<file path="config.mk">
export PLATFORM = sky130hd
export DESIGN_NAME = program_loader
export DESIGN_NICKNAME = d
export VERILOG_FILES = /design/src/rtl/program_loader_pkg.sv /design/src/rtl/program_buffer.sv /design/src/rtl/program_loader.sv
export SDC_FILE = /design/constraint.sdc
export NUM_CORES = 1
export LEC_CHECK = 0
export CAP_MARGIN = 20
export CORE_UTILIZATION = 61
export DETAILED_ROUTE_END_ITERATION = 12
export PLACE_DENSITY = 0.77
export SYNTH_ARGS = -nofsm -noshare
export SYNTH_HDL_FRONTEND = slang
export SYNTH_HIERARCHICAL = 1
export SYNTH_SLANG_ARGS = --single-unit
</file>
<file path="constraint.sdc">
create_clock -name clock -period 3.1 [get_ports clock]
set_clock_uncertainty 0.15 [all_clocks]
set_input_delay 0.775 -clock clock [delete_from_list [all_inputs] [get_ports clock]]
set_output_delay 0.775 -clock clock [all_outputs]
set_load 0.01 [all_outputs]
</file>
<file path="src/rtl/program_loader_pkg.sv">
// Shared definitions for the program loader.
// Holds the loader state encoding, the instruction byte layout
// ({opcode, addr}), and the HALT filler byte used to pad short programs.
package program_loader_pkg;

    typedef enum logic [1:0] {
        StIdle,
        StFill,
        StStream,
        StDone
    } loader_state_e;

    localparam int unsigned OpcodeWidth = 3;
    localparam int unsigned AddrWidth   = 5;
    localparam int unsigned ByteWidth   = OpcodeWidth + AddrWidth;

    localparam logic [OpcodeWidth-1:0] OpHalt   = 3'b000;
    // HALT to address 0: a CPU that runs into padding simply stops.
    localparam logic [ByteWidth-1:0]   HaltByte = {OpHalt, {AddrWidth{1'b0}}};

endpackage

</file>
<file path="src/rtl/program_buffer.sv">
// Program buffer: DEPTH x 8-bit storage for one loaded program.
// Ports:
//   clock   - write clock, rising edge
//   wr_en   - write strobe for wr_addr/wr_data
//   wr_addr - write address
//   wr_data - byte to store
//   rd_addr - asynchronous read address
//   rd_data - byte at rd_addr (combinational)
// Contents are deliberately not reset.
module program_buffer
    import program_loader_pkg::*;
#(
    parameter int unsigned  DEPTH    = 32,
    localparam int unsigned AddrBits = $clog2(DEPTH)
) (
    input  logic                 clock,
    input  logic                 wr_en,
    input  logic [AddrBits-1:0]  wr_addr,
    input  logic [ByteWidth-1:0] wr_data,
    input  logic [AddrBits-1:0]  rd_addr,
    output logic [ByteWidth-1:0] rd_data
);

    logic [ByteWidth-1:0] mem_q [DEPTH];

    always_ff @(posedge clock) begin
        if (wr_en) begin
            mem_q[wr_addr] <= wr_data;
        end
    end

    assign rd_data = mem_q[rd_addr];

endmodule

</file>
<file path="src/rtl/program_loader.sv">
// Program loader: collects a program byte stream from a host over a
// valid/ready handshake, then replays it to the CPU as one contiguous burst
// of Load-qualified bytes and raises done.
// Ports:
//   clock, reset  - rising-edge clock, synchronous active-high reset
//   start         - begin a session (honoured only in IDLE or DONE)
//   host_valid/host_data/host_last/host_ready - host byte handshake
//   load_out/data_out - CPU Load strobe and data_in byte (registered)
//   busy          - session in progress (FILL or STREAM)
//   done          - stream finished; held until start or reset
//   byte_count    - bytes accepted in the current session
module program_loader
    import program_loader_pkg::*;
#(
    parameter int unsigned          DEPTH       = 32,
    parameter bit                   PAD_TO_FULL = 1'b1,
    parameter logic [ByteWidth-1:0] PAD_BYTE    = HaltByte,
    localparam int unsigned         PtrWidth    = $clog2(DEPTH) + 1
) (
    input  logic                 clock,
    input  logic                 reset,
    input  logic                 start,
    input  logic                 host_valid,
    input  logic [ByteWidth-1:0] host_data,
    input  logic                 host_last,
    output logic                 host_ready,
    output logic                 load_out,
    output logic [ByteWidth-1:0] data_out,
    output logic                 busy,
    output logic                 done,
    output logic [PtrWidth-1:0]  byte_count
);

    localparam int unsigned         AddrBits = $clog2(DEPTH);
    // Pointers carry one extra bit so that DEPTH itself is representable.
    localparam logic [PtrWidth-1:0] DepthVal = PtrWidth'(DEPTH);
    localparam logic [PtrWidth-1:0] PtrOne   = PtrWidth'(1);

    loader_state_e        state_q, state_d;
    logic [PtrWidth-1:0]  wr_ptr_q, wr_ptr_d;
    logic [PtrWidth-1:0]  rd_ptr_q, rd_ptr_d;
    logic [PtrWidth-1:0]  count_q, count_d;
    logic                 load_q, load_d;
    logic                 busy_q, busy_d;
    logic                 done_q, done_d;
    logic [ByteWidth-1:0] data_q, data_d;
    logic [ByteWidth-1:0] rd_data;
    logic [PtrWidth-1:0]  last_idx;
    logic                 wr_en;

    assign host_ready = (state_q == StFill) && (wr_ptr_q < DepthVal);
    assign wr_en      = host_valid && host_ready;
    // Index of the final streamed byte; count_q >= 1 whenever STREAM is entered.
    assign last_idx   = PAD_TO_FULL ? (DepthVal - PtrOne) : (count_q - PtrOne);

    program_buffer #(
        .DEPTH(DEPTH)
    ) u_buffer (
        .clock   (clock),
        .wr_en   (wr_en),
        .wr_addr (wr_ptr_q[AddrBits-1:0]),
        .wr_data (host_data),
        .rd_addr (rd_ptr_q[AddrBits-1:0]),
        .rd_data (rd_data)
    );

    always_comb begin
        state_d  = state_q;
        wr_ptr_d = wr_ptr_q;
        rd_ptr_d = rd_ptr_q;
        count_d  = count_q;
        load_d   = 1'b0;
        data_d   = data_q;

        unique case (state_q)
            StIdle, StDone: begin
                if (start) begin
                    state_d  = StFill;
                    wr_ptr_d = '0;
                    rd_ptr_d = '0;
                    count_d  = '0;
                end
            end
            StFill: begin
                if (wr_en) begin
                    wr_ptr_d = wr_ptr_q + PtrOne;
                    count_d  = count_q + PtrOne;
                    // A full buffer ends the fill even without host_last.
                    if (host_last || (wr_ptr_q == DepthVal - PtrOne)) begin
                        state_d = StStream;
                    end
                end
            end
            StStream: begin
                data_d   = (rd_ptr_q < count_q) ? rd_data : PAD_BYTE;
                load_d   = 1'b1;
                rd_ptr_d = rd_ptr_q + PtrOne;
                if (rd_ptr_q == last_idx) begin
                    state_d = StDone;
                end
            end
            default: state_d = StIdle;
        endcase

        busy_d = (state_d == StFill) || (state_d == StStream);
        done_d = (state_d == StDone);
    end

    always_ff @(posedge clock) begin
        if (reset) begin
            state_q  <= StIdle;
            wr_ptr_q <= '0;
            rd_ptr_q <= '0;
            count_q  <= '0;
            load_q   <= 1'b0;
            data_q   <= '0;
            busy_q   <= 1'b0;
            done_q   <= 1'b0;
        end else begin
            state_q  <= state_d;
            wr_ptr_q <= wr_ptr_d;
            rd_ptr_q <= rd_ptr_d;
            count_q  <= count_d;
            load_q   <= load_d;
            data_q   <= data_d;
            busy_q   <= busy_d;
            done_q   <= done_d;
        end
    end

    assign load_out   = load_q;
    assign data_out   = data_q;
    assign busy       = busy_q;
    assign done       = done_q;
    assign byte_count = count_q;

endmodule
</file>
==> results of run 1 <==
[layer usage]
layer,vias up,share of wire,global-route usage
met5,-,0,0
met4,0,0.021,0.07661
met3,38,0.069,0.03488
met2,261,0.50,0.4389
met1,3087,0.41,0.4013
li1,2497,-,-
[cells by family after synthesis]
kind of cell | count (synthesis) | synth area share
XOR/XNOR | 10 | 0.007642
multiplexers | 91 | 0.1677
AO/OA/AOI/OAI | 36 | 0.02762
flip-flops | 287 | 0.7248
adder cells (fa/ha/maj) | 11 | 0.01201
AND/OR/NAND/NOR | 99 | 0.04497
buffers and inverters | 34 | 0.01528
[per-stage QoR]
| stage | hold slack (ns) | instance area, µm² | power, mW |
|---|---|---|---|
| floorplan | 0.3140 | 11460 | 4.449 |
| global placement | 0.3275 | 12360 | 4.568 |
| detailed placement | 0.3216 | 12360 | 4.582 |
| CTS | 0.3480 | 13270 | 7.871 |
| global route | 0.3835 | 13270 | 8.041 |
| finish | 0.3547 | 13270 | 7.824 |
[worst max-delay path, cell delays in order (launching register included)]
cell,delay [ns]
dfxtp_1,0.41
ha_1,0.39
nor2b_1,0.18
clkdlybuf4s50_1,0.55
[Yosys cell counts, types with 2 or more instances]
library cell | instances | area (µm²)
a211oi_1 | 3 | 22.52
xnor2_1 | 9 | 78.83
nor2b_1 | 7 | 43.79
a21oi_1 | 6 | 30.03
or3_1 | 2 | 12.51
nand2b_1 | 3 | 18.77
nand4_1 | 2 | 12.51
mux4_2 | 80 | 1802
buf_2 | 2 | 10.01
clkbuf_1 | 8 | 30.03
ha_1 | 11 | 137.6
edfxtp_1 | 256 | 7687
buf_6 | 3 | 33.78
dfxtp_1 | 31 | 620.6
inv_1 | 8 | 30.03
nor3_1 | 3 | 15.01
o21ai_0 | 3 | 15.01
mux2i_1 | 3 | 30.03
nand3_1 | 7 | 35.03
nand3b_1 | 6 | 45.04
a2111oi_4 | 2 | 55.05
mux2_2 | 8 | 90.09
o21bai_1 | 2 | 15.01
a22o_1 | 8 | 70.07
o211ai_1 | 3 | 22.52
buf_4 | 6 | 45.04
nand2_1 | 7 | 26.28
nor2_1 | 50 | 187.7
buf_1 | 6 | 22.52
or3b_2 | 3 | 26.28
[registers in the layout, summed over array words and instances, names as in the netlist]
name	flops
done	1
state_q	2
data_out	8
rd_ptr_q	6
wr_ptr_q	6
load_out	1
u_buffer/mem_q	256
byte_count	6
busy	1
[final cells by class]
cell class | count | area share
Clock buffer | 34 | 0.05688
Clock inverter | 17 | 0.01132
Inverter | 9 | 0.002547
Multi-Input combinational cell | 247 | 0.2246
Sequential cell | 287 | 0.6267
Tap cell | 229 | 0.02160
Timing Repair Buffer | 83 | 0.05640
[power breakdown]
group	switching (mW)	internal, mW	leakage, nW	total (mW)
Clock	1.36	1.97	0.448	3.32
Combinational	0.160	0.0979	1.18	0.257
Sequential	0.0191	4.22	2.55	4.24
Total	1.53	6.29	4.18	7.82
[final timing paths]
kind | startpoint | end | slack (ns) | cells after the start
setup / recovery | state_q[0]$_SDFF_PP0_ | host_ready | 0.12 | 3
hold / removal | data_out[6]$_SDFFE_PP0P_ | data_out[6]$_SDFFE_PP0P_ | 0.35 | 1
setup reg to reg | rd_ptr_q[0]$_SDFFE_PP0P_ | data_out[1]$_SDFFE_PP0P_ | 0.31 | 5
hold reg to reg | data_out[6]$_SDFFE_PP0P_ | data_out[6]$_SDFFE_PP0P_ | 0.35 | 1
==> flow_metrics.py, run 1 <==
metrics = {
    "yosys": {
        "syn_nets": 592,
        "postSynthCellCount": 568,
        "synth_seq_cells": 287,
        "number_of_flops_mapped_to_enable_cells_by_yosys": 256,
        "synthArstFlopShare": 0,
        "postSynthAreaPerCell_um2": 20.18,
        "synth-main-ff-cell": "edfxtp_1",
        "syn-cell-area_mm2": 0.01146,
        "yosysSeqAreaShare": 0.7248,
        "ys_types": 50,
        "synthesis.yosys.warnings": 6,
    },
    "clock_network": {
        "cts-htree-levels": 1,
        "cts.reportedPaths.clkPinSlew_ns": 0.06,
        "post_cts.resized_instances": 0,
        "cts_buffer_depth": 3,
        "cts_root_buf": "clkbuf_16",
        "postCtsSetupRepairBufs": 0,
        "cts_hold_buffers": 0,
        "cts-buffers-inserted": 28,
        "tritoncts_num_sinks": 287,
        "tritoncts_clock_tree": "done",
        "insertion_delay_ns": 0.53,
    },
    "grt": {
        "first_global_vias": 6048,
        "grt_pass1_wl_um": 38300,
        "grt-ovfl-total": 0,
        "grt_max_degree": 43,
        "grt_use_total": 0.2728,
        "antenna_found_initial": 0,
    },
    "timing": {
        "finalSetupTns_ns": 0,
        "timing.slew.headroom": 0.5051,
        "period_needed_ns": 2.976,
        "timing.final.setup_violations": 0,
        "min_period_over_period": 0.9599,
        "rsz_0062_raised_after_global_routing": "no",
        "max_clock_freq_ghz": 0.3361,
        "setup_slack_ns": 0.1243,
        "max_slew.worst_pin.slew_ns": 0.7396,
        "timing_hold_violations_final": 0,
        "drv_slew": 0,
    },
    "place": {
        "io_buffer_count": 30,
        "dp.cells": 855,
        "gp_routability_congestion": 0.7998,
        "pre_cts_slack_ns": 0.2449,
        "sum_of_net_half_perimeters_after_detailed_placement_um": 15230,
    },
    "pwr": {
        "worst_ir_drop_vdd_mv": 0.4299,
        "power.static_leakage_nw": 4.184,
        "power_density_mw_per_mm2": 589.8,
    },
    "layout": {
        "layout-area-overhead-vs-synth_pct": 15.73,
        "drive_above_1_share": 0.2880,
        "final_util": 0.7285,
        "layout_commonest_cell": "edfxtp_1",
        "filler_cell_count": 1026,
        "final-instance-count-excl-fill": 906,
        "final-seq-area_mm2": 0.008313,
        "leading_cell_types_in_the_layout_fill_and_taps_excluded": "edfxtp_1, mux4_2, nor2_1",
        "antenna_cells": 0,
        "multi_input_area_mm2": 0.002979,
        "nNetsFinal": 680,
    },
    "setup_path": {
        "cp_class": "reg -> out",
        "cp.arrival_ns": 2.05,
        "critical_path_peak_fanout": 7,
        "worst_ep_required_time_ns": 2.17,
        "endpoint_kind": "primary output",
        "worst_setup_path_start_kind": "flip-flop",
    },
    "routing": {
        "detail_route.vias_per_cell": 6.493,
        "drt_iter0_markers": 610,
        "remaining_drcs": 0,
        "vias": 5883,
        "routed_wl_um": 24880,
        "1st_pass_router_iterations": 8,
        "antenna_violating_nets_post_route": 0,
        "wl_per_cell_um": 27.46,
    },
    "floorplan": {
        "fp.dieArea_mm2": 0.01934,
        "row_count": 49,
        "fp.dieW_um": 139.1,
        "boundaryPins": 31,
        "die_height_um": 139.1,
        "core_region_area_mm2": 0.01821,
        "start_util": 0.6295,
    },
    "job": {
        "maxCapViolations": 0,
    },
    "min_path": {
        "timing.hold.worst.class": "reg -> reg",
    },
    "outcome": {
        "run_status": "completed",
    },
}
No activity file was read; power rests on OpenSTA's default activity.
==> inputs of run 2 (changes only) <==
--- a/config.mk
+++ b/config.mk
@@ -8,7 +8,9 @@
 export CAP_MARGIN = 20
 export CORE_UTILIZATION = 61
 export DETAILED_ROUTE_END_ITERATION = 12
+export GPL_ROUTABILITY_DRIVEN = 0
 export PLACE_DENSITY = 0.77
+export SETUP_SLACK_MARGIN = 0.15
 export SYNTH_ARGS = -nofsm -noshare
 export SYNTH_HDL_FRONTEND = slang
 export SYNTH_HIERARCHICAL = 1
==> constraint.sdc (replaced) <==
create_clock -name clock -period 3.1 [get_ports clock]
set_clock_uncertainty 0.15 [all_clocks]
set_input_delay 0.62 -clock clock [delete_from_list [all_inputs] [get_ports clock]]
set_output_delay 0.62 -clock clock [all_outputs]
set_load 0.01 [all_outputs]
==> run 2 against run 1 <==
The run now ends with design-rule violations left. Sequential cell count stayed put. Global-route usage shrank 0.87 points. Worst hold slack better by 0.0050 ns. Non-clock buffer count shrank 5. Combinational power down 2%. Largest cell class unchanged. Register-to-register slack improved by 0.14 ns.
==> flow_metrics.py, run 2 (synthesis gave the netlist of run 1 again) <==
metrics = {
    "routing": {
        "met3_length_um": 2064,
        "1st_pass_router_iterations": 11,
        "vias": 5758,
        "remaining_drcs": 1,
        "antenna_violating_nets_post_route": 0,
        "wl_per_cell_um": 26.84,
        "detailroute.wirelength.met2_um": 11850,
        "drt-met1-wl_um": 9758,
        "top_signal_layer_used": "met4",
        "routed_wl_um": 24150,
        "detail_route.vias_per_cell": 6.398,
        "drt_iter0_markers": 518,
    },
    "timing": {
        "max_slew.worst_pin.slew_ns": 0.7581,
        "period_needed_ns": 2.806,
        "timing.slew.headroom": 0.4927,
        "rsz_0062_raised_after_global_routing": "no",
        "min_period_over_period": 0.9053,
        "timing.final.setup_violations": 0,
        "finalSetupTns_ns": 0,
        "timing_hold_violations_final": 0,
        "drv_slew": 0,
        "max_clock_freq_ghz": 0.3563,
        "finalHoldWorstSlack_ns": 0.3597,
    },
    "setup_path": {
        "cp.arrival_ns": 2.04,
        "endpoint_kind": "primary output",
        "worst_ep_required_time_ns": 2.33,
        "critical_path_peak_fanout": 7,
        "timing.reg2reg.setup_slack_ns": 0.45,
        "cp_class": "reg -> out",
        "worst_setup_path_start_kind": "flip-flop",
    },
    "layout": {
        "nNetsFinal": 674,
        "drive_above_1_share": 0.2832,
        "antenna_cells": 0,
        "layout-area-overhead-vs-synth_pct": 15.30,
        "largest_register_ffs": 256,
        "final_util": 0.7258,
        "leading_cell_types_in_the_layout_fill_and_taps_excluded": "edfxtp_1, mux4_2, nor2_1",
        "final-instance-count-excl-fill": 900,
        "layout_commonest_cell": "edfxtp_1",
        "largest_register_by_flop_count": "u_buffer/mem_q",
    },
    "pwr": {
        "power_density_mw_per_mm2": 588.8,
        "finalPower_mw": 7.781,
        "worst_ir_drop_vdd_mv": 0.4545,
        "power.static_leakage_nw": 4.148,
    },
    "grt": {
        "first_global_vias": 6043,
        "antenna_found_initial": 0,
        "grt_pass1_wl_um": 37200,
        "grt_max_degree": 54,
        "grt_use_total": 0.2641,
        "grt-ovfl-total": 0,
    },
    "clock_network": {
        "cts_hold_buffers": 0,
        "cts-htree-levels": 1,
        "cts.reportedPaths.clkPinSlew_ns": 0.06,
        "insertion_delay_ns": 0.53,
        "postCtsSetupRepairBufs": 0,
        "tritoncts_clock_tree": "done",
        "cts_buffer_depth": 3,
        "tritoncts_num_sinks": 287,
        "cts_root_buf": "clkbuf_16",
        "cts-buffers-inserted": 27,
        "post_cts.resized_instances": 0,
    },
    "floorplan": {
        "row_count": 49,
        "core_region_area_mm2": 0.01821,
        "die_height_um": 139.1,
        "fp.dieArea_mm2": 0.01934,
        "start_util": 0.6295,
        "boundaryPins": 31,
        "fp.dieW_um": 139.1,
    },
    "outcome": {
        "run_status": "finished with violations",
        "violations": "design-rule violations",
    },
    "place": {
        "sum_of_net_half_perimeters_after_detailed_placement_um": 14820,
        "io_buffer_count": 30,
        "dp.cells": 850,
    },
    "job": {
        "maxCapViolations": 0,
    },
    "min_path": {
        "timing.hold.worst.class": "reg -> reg",
    },
}
-- run 2: cell types whose count changed in the layout (fill, tap and decap cells not counted) --
cell        delta
buf_4          -5
clkbuf_1       +4
clkbuf_16      -2
clkbuf_8       +3
clkinv_1       -5
clkinv_2       -3
clkinvlp_4     +1
inv_6          +1
-- run 2: stage by stage --
stage / setup WS (ns) / area [µm²]
after floorplan: 0.5396 / 11460
after global routing: 0.1843 / 13220
after detailed placement: 0.2519 / 12320
after global placement: 0.2713 / 12320
final: 0.2936 / 13220
after CTS: 0.2815 / 13220
-- run 2: path summary, 6_finish.rpt --
check / from / endpoint / depth (start not counted)
worst min-delay path: data_out[3]$_SDFFE_PP0P_ / data_out[3]$_SDFFE_PP0P_ / 1
worst max-delay path: state_q[0]$_SDFF_PP0_ / host_ready / 3
worst max register to register: rd_ptr_q[0]$_SDFFE_PP0P_ / data_out[2]$_SDFFE_PP0P_ / 5
worst min register to register: data_out[3]$_SDFFE_PP0P_ / data_out[3]$_SDFFE_PP0P_ / 1
-- run 2: power breakdown --
part	total, mW	switching, mW	internal, mW	leakage (nW)
Clock	3.28	1.33	1.95	0.434
Sequential	4.24	0.0192	4.22	2.55
Combinational	0.253	0.158	0.0956	1.16
Total	7.78	1.51	6.27	4.15
-- run 2: layout make-up --
| type | instances | area, µm² |
|---|---|---|
| Fill cell | 1045 | 4992 |
| Tap cell | 229 | 286.5 |
| Multi-Input combinational cell | 247 | 2979 |
| Inverter | 9 | 33.78 |
| Clock buffer | 39 | 760.7 |
| Clock inverter | 11 | 132.6 |
| Timing Repair Buffer | 78 | 710.7 |
| Sequential cell | 287 | 8313 |
-- run 2: worst max-delay path, cell delays in order (launching register included) --
cell and delay, ns:
dfxtp_1 0.41, ha_1 0.38, nor2b_1 0.18, clkdlybuf4s50_1 0.54
-- run 2: routing by layer --
| metal | up-vias | track usage |
|---|---|---|
| met1 | 2947 | 0.3788 |
| met5 | - | 0 |
| met2 | 283 | 0.4266 |
| li1 | 2489 | - |
| met3 | 39 | 0.04938 |
| met4 | 0 | 0.06608 |
